**config.mk**
```make
export PLATFORM = sky130hd
export DESIGN_NAME = uart_tx_param
export DESIGN_NICKNAME = d
export VERILOG_FILES = /design/src/rtl/uart_pkg.sv /design/src/rtl/uart_baud_tick.sv /design/src/rtl/uart_tx_param.sv
export SDC_FILE = /design/constraint.sdc
export NUM_CORES = 1
export LEC_CHECK = 0
export ABC_CLOCK_PERIOD_IN_PS = 3700
export BUFFER_PORTS_ARGS = -buffer_cell sky130_fd_sc_hd__buf_2
export CAP_MARGIN = 10
export CORE_MARGIN = 2
export CORE_UTILIZATION = 40
export DETAILED_ROUTE_END_ITERATION = 8
export SYNTH_ARGS = -nofsm -noshare
export SYNTH_HDL_FRONTEND = slang
export SYNTH_SLANG_ARGS = --single-unit
```
**constraint.sdc**
```tcl
create_clock -name sysclk -period 3.7 [get_ports sysclk]
set_input_delay 0.555 -clock sysclk [delete_from_list [all_inputs] [get_ports sysclk]]
set_output_delay 0.555 -clock sysclk [all_outputs]
set_load 0.02 [all_outputs]
```
**src/rtl/uart_pkg.sv**
```systemverilog
// Shared UART types and helpers: TX state encoding, parity mode codes and
// the clocks-per-bit calculation used by the TX (and later RX) blocks.
package uart_pkg;

  typedef enum logic [2:0] {
    IDLE,
    START,
    DATA,
    PARITY,
    STOP
  } uart_tx_state_t;

  localparam int PARITY_NONE = 0;
  localparam int PARITY_EVEN = 1;
  localparam int PARITY_ODD  = 2;

  function automatic int cycles_per_bit(input int clk_freq, input int baud);
    return clk_freq / baud;
  endfunction

endpackage

```
**src/rtl/uart_baud_tick.sv**
```systemverilog
// Bit-period counter: counts 0..CYCLES_PER_BIT-1 while enabled and pulses
// o_tick for one cycle on the terminal count. i_clear restarts the period.
module uart_baud_tick #(
  parameter int CYCLES_PER_BIT = 10
) (
  input  logic i_clk,
  input  logic i_rst_n,
  input  logic i_clear,
  input  logic i_en,
  output logic o_tick
);

  localparam int W = (CYCLES_PER_BIT > 2) ? $clog2(CYCLES_PER_BIT) : 1;
  localparam logic [W-1:0] TERM = W'(CYCLES_PER_BIT - 1);

  logic [W-1:0] r_cnt;

  assign o_tick = i_en && (r_cnt == TERM);

  always_ff @(posedge i_clk or negedge i_rst_n) begin
    if (!i_rst_n) begin
      r_cnt <= '0;
    end else if (i_clear || o_tick) begin
      r_cnt <= '0;
    end else if (i_en) begin
      r_cnt <= r_cnt + W'(1);
    end
  end

endmodule

```
**src/rtl/uart_tx_param.sv**
```systemverilog
// Parametrised UART transmitter, valid/ready input, LSB-first serial output.
// Define UART_TX_HOLD_EN to add a one-word holding register for gapless frames.
module uart_tx_param
  import uart_pkg::*;
#(
  parameter int CLK_FREQ    = 125000000,
  parameter int BAUD        = 115200,
  parameter int DATA_BITS   = 8,
  parameter int PARITY_MODE = 0,
  parameter int STOP_BITS   = 1
) (
  input  logic                 sysclk,
  input  logic                 rst_n,
  input  logic [DATA_BITS-1:0] tx_data,
  input  logic                 tx_valid,
  output logic                 tx_ready,
  output logic                 busy,
  output logic                 UART_TX
);

  localparam int CPB = cycles_per_bit(CLK_FREQ, BAUD);

  if (DATA_BITS < 5 || DATA_BITS > 9 || (STOP_BITS != 1 && STOP_BITS != 2) ||
      CPB < 2 || PARITY_MODE < PARITY_NONE || PARITY_MODE > PARITY_ODD) begin : g_param_err
    $error("uart_tx_param: illegal parameter set");
  end

  uart_tx_state_t       r_state, w_state_next;
  logic                 r_tx, w_tx_next;
  logic [DATA_BITS-1:0] r_shift;
  logic                 r_parity;
  logic [3:0]           r_idx, w_idx_next;
  logic                 w_load, w_from_hold, w_shift, w_xfer, w_tick, w_en;
  logic                 w_hold_avail;
  logic [DATA_BITS-1:0] w_hold_data, w_load_data;

  assign w_xfer      = tx_valid && tx_ready;
  assign w_en        = (r_state != IDLE);
  assign busy        = (r_state != IDLE);
  assign UART_TX     = r_tx;
  assign w_load_data = w_from_hold ? w_hold_data : tx_data;

`ifdef UART_TX_HOLD_EN
  logic                 r_hold_valid;
  logic [DATA_BITS-1:0] r_hold_data;
  logic                 w_hold_push;

  assign tx_ready     = !r_hold_valid;
  assign w_hold_avail = r_hold_valid;
  assign w_hold_data  = r_hold_data;
  // A word accepted on the same edge it is loaded into the shifter bypasses the hold register.
  assign w_hold_push  = w_xfer && !(w_load && !w_from_hold);

  always_ff @(posedge sysclk or negedge rst_n) begin
    if (!rst_n) begin
      r_hold_valid <= 1'b0;
      r_hold_data  <= '0;
    end else if (w_hold_push) begin
      r_hold_valid <= 1'b1;
      r_hold_data  <= tx_data;
    end else if (w_load && w_from_hold) begin
      r_hold_valid <= 1'b0;
    end
  end
`else
  assign tx_ready     = (r_state == IDLE);
  assign w_hold_avail = 1'b0;
  assign w_hold_data  = '0;
`endif

  uart_baud_tick #(.CYCLES_PER_BIT(CPB)) u_baud (
    .i_clk   (sysclk),
    .i_rst_n (rst_n),
    .i_clear (w_load),
    .i_en    (w_en),
    .o_tick  (w_tick)
  );

  always_comb begin
    w_state_next = r_state;
    w_tx_next    = r_tx;
    w_idx_next   = r_idx;
    w_load       = 1'b0;
    w_from_hold  = 1'b0;
    w_shift      = 1'b0;
    unique case (r_state)
      IDLE: begin
        if (w_hold_avail || w_xfer) begin
          w_load       = 1'b1;
          w_from_hold  = w_hold_avail;
          w_state_next = START;
          w_tx_next    = 1'b0;
        end
      end
      START: begin
        if (w_tick) begin
          w_state_next = DATA;
          w_tx_next    = r_shift[0];
          w_idx_next   = '0;
        end
      end
      DATA: begin
        if (w_tick) begin
          if (r_idx == 4'(DATA_BITS - 1)) begin
            w_idx_next = '0;
            if (PARITY_MODE != PARITY_NONE) begin
              w_state_next = PARITY;
              w_tx_next    = r_parity;
            end else begin
              w_state_next = STOP;
              w_tx_next    = 1'b1;
            end
          end else begin
            w_idx_next = r_idx + 4'd1;
            w_shift    = 1'b1;
            w_tx_next  = r_shift[1];
          end
        end
      end
      PARITY: begin
        if (w_tick) begin
          w_state_next = STOP;
          w_tx_next    = 1'b1;
          w_idx_next   = '0;
        end
      end
      STOP: begin
        if (w_tick) begin
          if (r_idx == 4'(STOP_BITS - 1)) begin
            // Chaining only happens with the hold register; base build never accepts here.
            if (w_hold_avail || w_xfer) begin
              w_load       = 1'b1;
              w_from_hold  = w_hold_avail;
              w_state_next = START;
              w_tx_next    = 1'b0;
            end else begin
              w_state_next = IDLE;
              w_tx_next    = 1'b1;
            end
          end else begin
            w_idx_next = r_idx + 4'd1;
          end
        end
      end
      default: begin
        w_state_next = IDLE;
        w_tx_next    = 1'b1;
      end
    endcase
  end

  always_ff @(posedge sysclk or negedge rst_n) begin
    if (!rst_n) begin
      r_state  <= IDLE;
      r_tx     <= 1'b1;
      r_idx    <= '0;
      r_shift  <= '0;
      r_parity <= 1'b0;
    end else begin
      r_state <= w_state_next;
      r_tx    <= w_tx_next;
      r_idx   <= w_idx_next;
      if (w_load) begin
        r_shift  <= w_load_data;
        r_parity <= (^w_load_data) ^ (PARITY_MODE == PARITY_ODD);
      end else if (w_shift) begin
        r_shift <= r_shift >> 1;
      end
    end
  end

endmodule

```
==> metrics <==
Distinct cells, synth=44; WP data arrival=between 1.5 and 2 ns; Final Core Density=0.4518; GP Congestion=0.8451; most common cell after layout, fill and taps aside=dfrtp_1; global route overflow=0; final hold viol count=0; share of layout cells above drive strength 1=0.1437; Max FO, Critical Path=11; Setup CP Type=flop to output pin; Longest Clk Path Bufs=2; CTS buffer count=3; largest net degree at the start of global routing=28; synthesized area=0.001540 sq mm; post_cts resized=0; Synth Net Count=~180; Post-CTS Setup Repair Bufs=0; crit share post-route=0.6135; vias in the first global route=1242; Final ANT Viol Nets=0; dpl hpwl=2323 microns; vias per cell=between 5 and 6; worst vdd ir=around 0.14 mV; Synth Register Bits=27; CP Capture Type=output pin; gr usage total=0.1647; Die Span X=roughly 66 microns; EDFF count, synth=0; 1st-iter DRT viols=around 40; core area=0.003689 sq mm; placed inst area=0.001620 sq mm; Avg Synthesized Cell Area=between 9 and 10 sq um; clock latency on the worst-skew pair=0.27 ns; DR DRC count=0; Final setup viols=0; first-pass GRT wire length=5602 microns; hold_buf cts=0; Final Instance Area=between 0.0015 and 0.002 sq mm; via count=approximately 1300; Die H=between 60 and 70 microns; max_slew headroom=0.3902; Die ar.=around 0.0044 sq mm; clk slew on worst S/H paths=~0.1 ns; MaxCap Viol Count=0; Syn. warnings=0; Async SR Flop Fraction=1.000; P&R area growth vs syn=8.205%; DRT Wirelength=between 3000 and 4000 microns; worst-margin pin slew=roughly 0.9 ns; fin. max-slew vios=0; clk root buf=clkbuf_8; f_max=~440 MHz; CTS tree=built; IO Port Bufs=13; Post-Synthesis Cells=166; Worst R2R Path Depth=6; r2r endpoint=r_idx[3]$_DFFE_PN0P_; number of nets in the layout=190; initial antenna violation count=0; Min-Delay Path Class=input pin to asynchronous set/reset pin; Setup Skew=approximately 0.0058 ns; Pwr Density=between 200 and 300 mW/mm^2; num ports=14; most frequent cells in the layout=26 x dfrtp_1, 18 x nor2_1, 16 x o21ai_0, 13 x a21oi_1, 13 x buf_2; DR WL/cell=14.58 microns; clock sink count=27; crit path launch type=flop; setup TNS=0 ns; R2R Path Start=u_baud.r_cnt[0]$_DFFE_PN0P_; final worst path period need=2.270 ns; Lkg Pwr=roughly 0.00068 uW; Worst EP required=about 3.1 ns; # H-tree levels=1; Std-Cell Rows=22; Primary FF master, synth=dfrtp_1; RSZ-0062 raised after global routing=false; sequential fraction of the synthesis area=0.4395; ant diodes=0; starting density of the core=0.4176; status=finished clean; reg-to-reg slack, setup=1.56 ns; drt pass-1 iters=4; total power=around 480 uW
## synthesized netlist by cell type, types with 3 or more instances
cell / instances / area [sq um]
inv_1: 9 / 33.78
a21oi_1: 13 / 65.06
o31ai_1: 3 / 22.52
xnor2_1: 3 / 26.28
dfrtp_1: 26 / 650.6
nand3b_1: 3 / 22.52
nor2_1: 18 / 67.56
a41oi_1: 5 / 43.79
nand2_1: 7 / 26.28
buf_2: 3 / 15.01
ha_1: 4 / 50.05
xor2_1: 5 / 43.79
nand2b_1: 3 / 18.77
o21ai_0: 16 / 80.08
clkbuf_1: 5 / 18.77
nand3_1: 7 / 35.03
## routing by layer
layer | routed length, microns | part of all wire | track usage
met5 | 0 | 0 | 0
met4 | 22 | 0.0068 | 0.04592
met3 | 82 | 0.025 | 0.02215
met2 | 1508 | 0.47 | 0.2727
met1 | 1623 | 0.50 | 0.2261
## layout make-up
type,instances,area [sq um]
repair buffers,13,65.06
fillers,380,2022
flip-flops and latches,27,676.9
clock inverters,1,5.005
inverters,9,33.78
well taps,48,60.06
multi-input cells,121,784.5
clock buffers,3,41.29
## report_power, final
part           total [uW]  internal, uW  leakage (uW)  switching, uW
registers             296           296      0.000314          0.277
clock network         169          75.4     0.0000255           93.4
logic                12.8          4.55      0.000344           8.30
## stage by stage
step	setup slack [ns]	hold slack [ns]	cells
3_5_place_dp	1.589	0.5337	218
4_1_cts	1.428	0.3004	222
3_3_place_gp	1.648	0.5271	218
6_report	1.430	0.2766	222
2_1_floorplan	1.460	0.2594	166
5_1_grt	1.302	0.3209	222
## critical path, cell delays in order, from the launching register on
cell and delay (ns):
dfrtp_1 0.51, nor3_1 0.57, inv_1 0.17, buf_2 0.20
## worst max-delay path by stage
| stage | startpoint | endpoint | slack, ns | cells after the start |
|---|---|---|---|---|
| floorplan | r_state[2]$_DFFE_PN0P_ | r_shift[1]$_DFFE_PN0P_ | 1.46 | 6 |
| CTS | r_state[2]$_DFFE_PN0P_ | busy | 1.43 | 3 |
| global placement | u_baud.r_cnt[0]$_DFFE_PN0P_ | r_idx[3]$_DFFE_PN0P_ | 1.65 | 6 |
| finish | r_state[1]$_DFFE_PN0P_ | busy | 1.43 | 3 |
| global route | r_state[2]$_DFFE_PN0P_ | busy | 1.30 | 3 |
| detailed placement | u_baud.r_cnt[0]$_DFFE_PN0P_ | r_idx[3]$_DFFE_PN0P_ | 1.59 | 6 |
## registers in the layout, summed over array words and instances (netlist names)
register	count
UART_TX	1
r_idx	4
r_shift	8
r_state	3
u_baud.r_cnt	11
## cell families (layout without fill, tap and decap cells)
kind of cell | count (synthesis) | after routing | synth area share
mux | 1 | 1 | 0.007311
simple gates | 60 | 60 | 0.2250
xor+xnor | 8 | 8 | 0.04549
fa+ha+maj | 4 | 4 | 0.03250
buf+inv | 18 | 26 | 0.05117
flops | 27 | 27 | 0.4395
compound gates | 48 | 48 | 0.1990
Note: power is estimated with default switching activity, not from simulation.
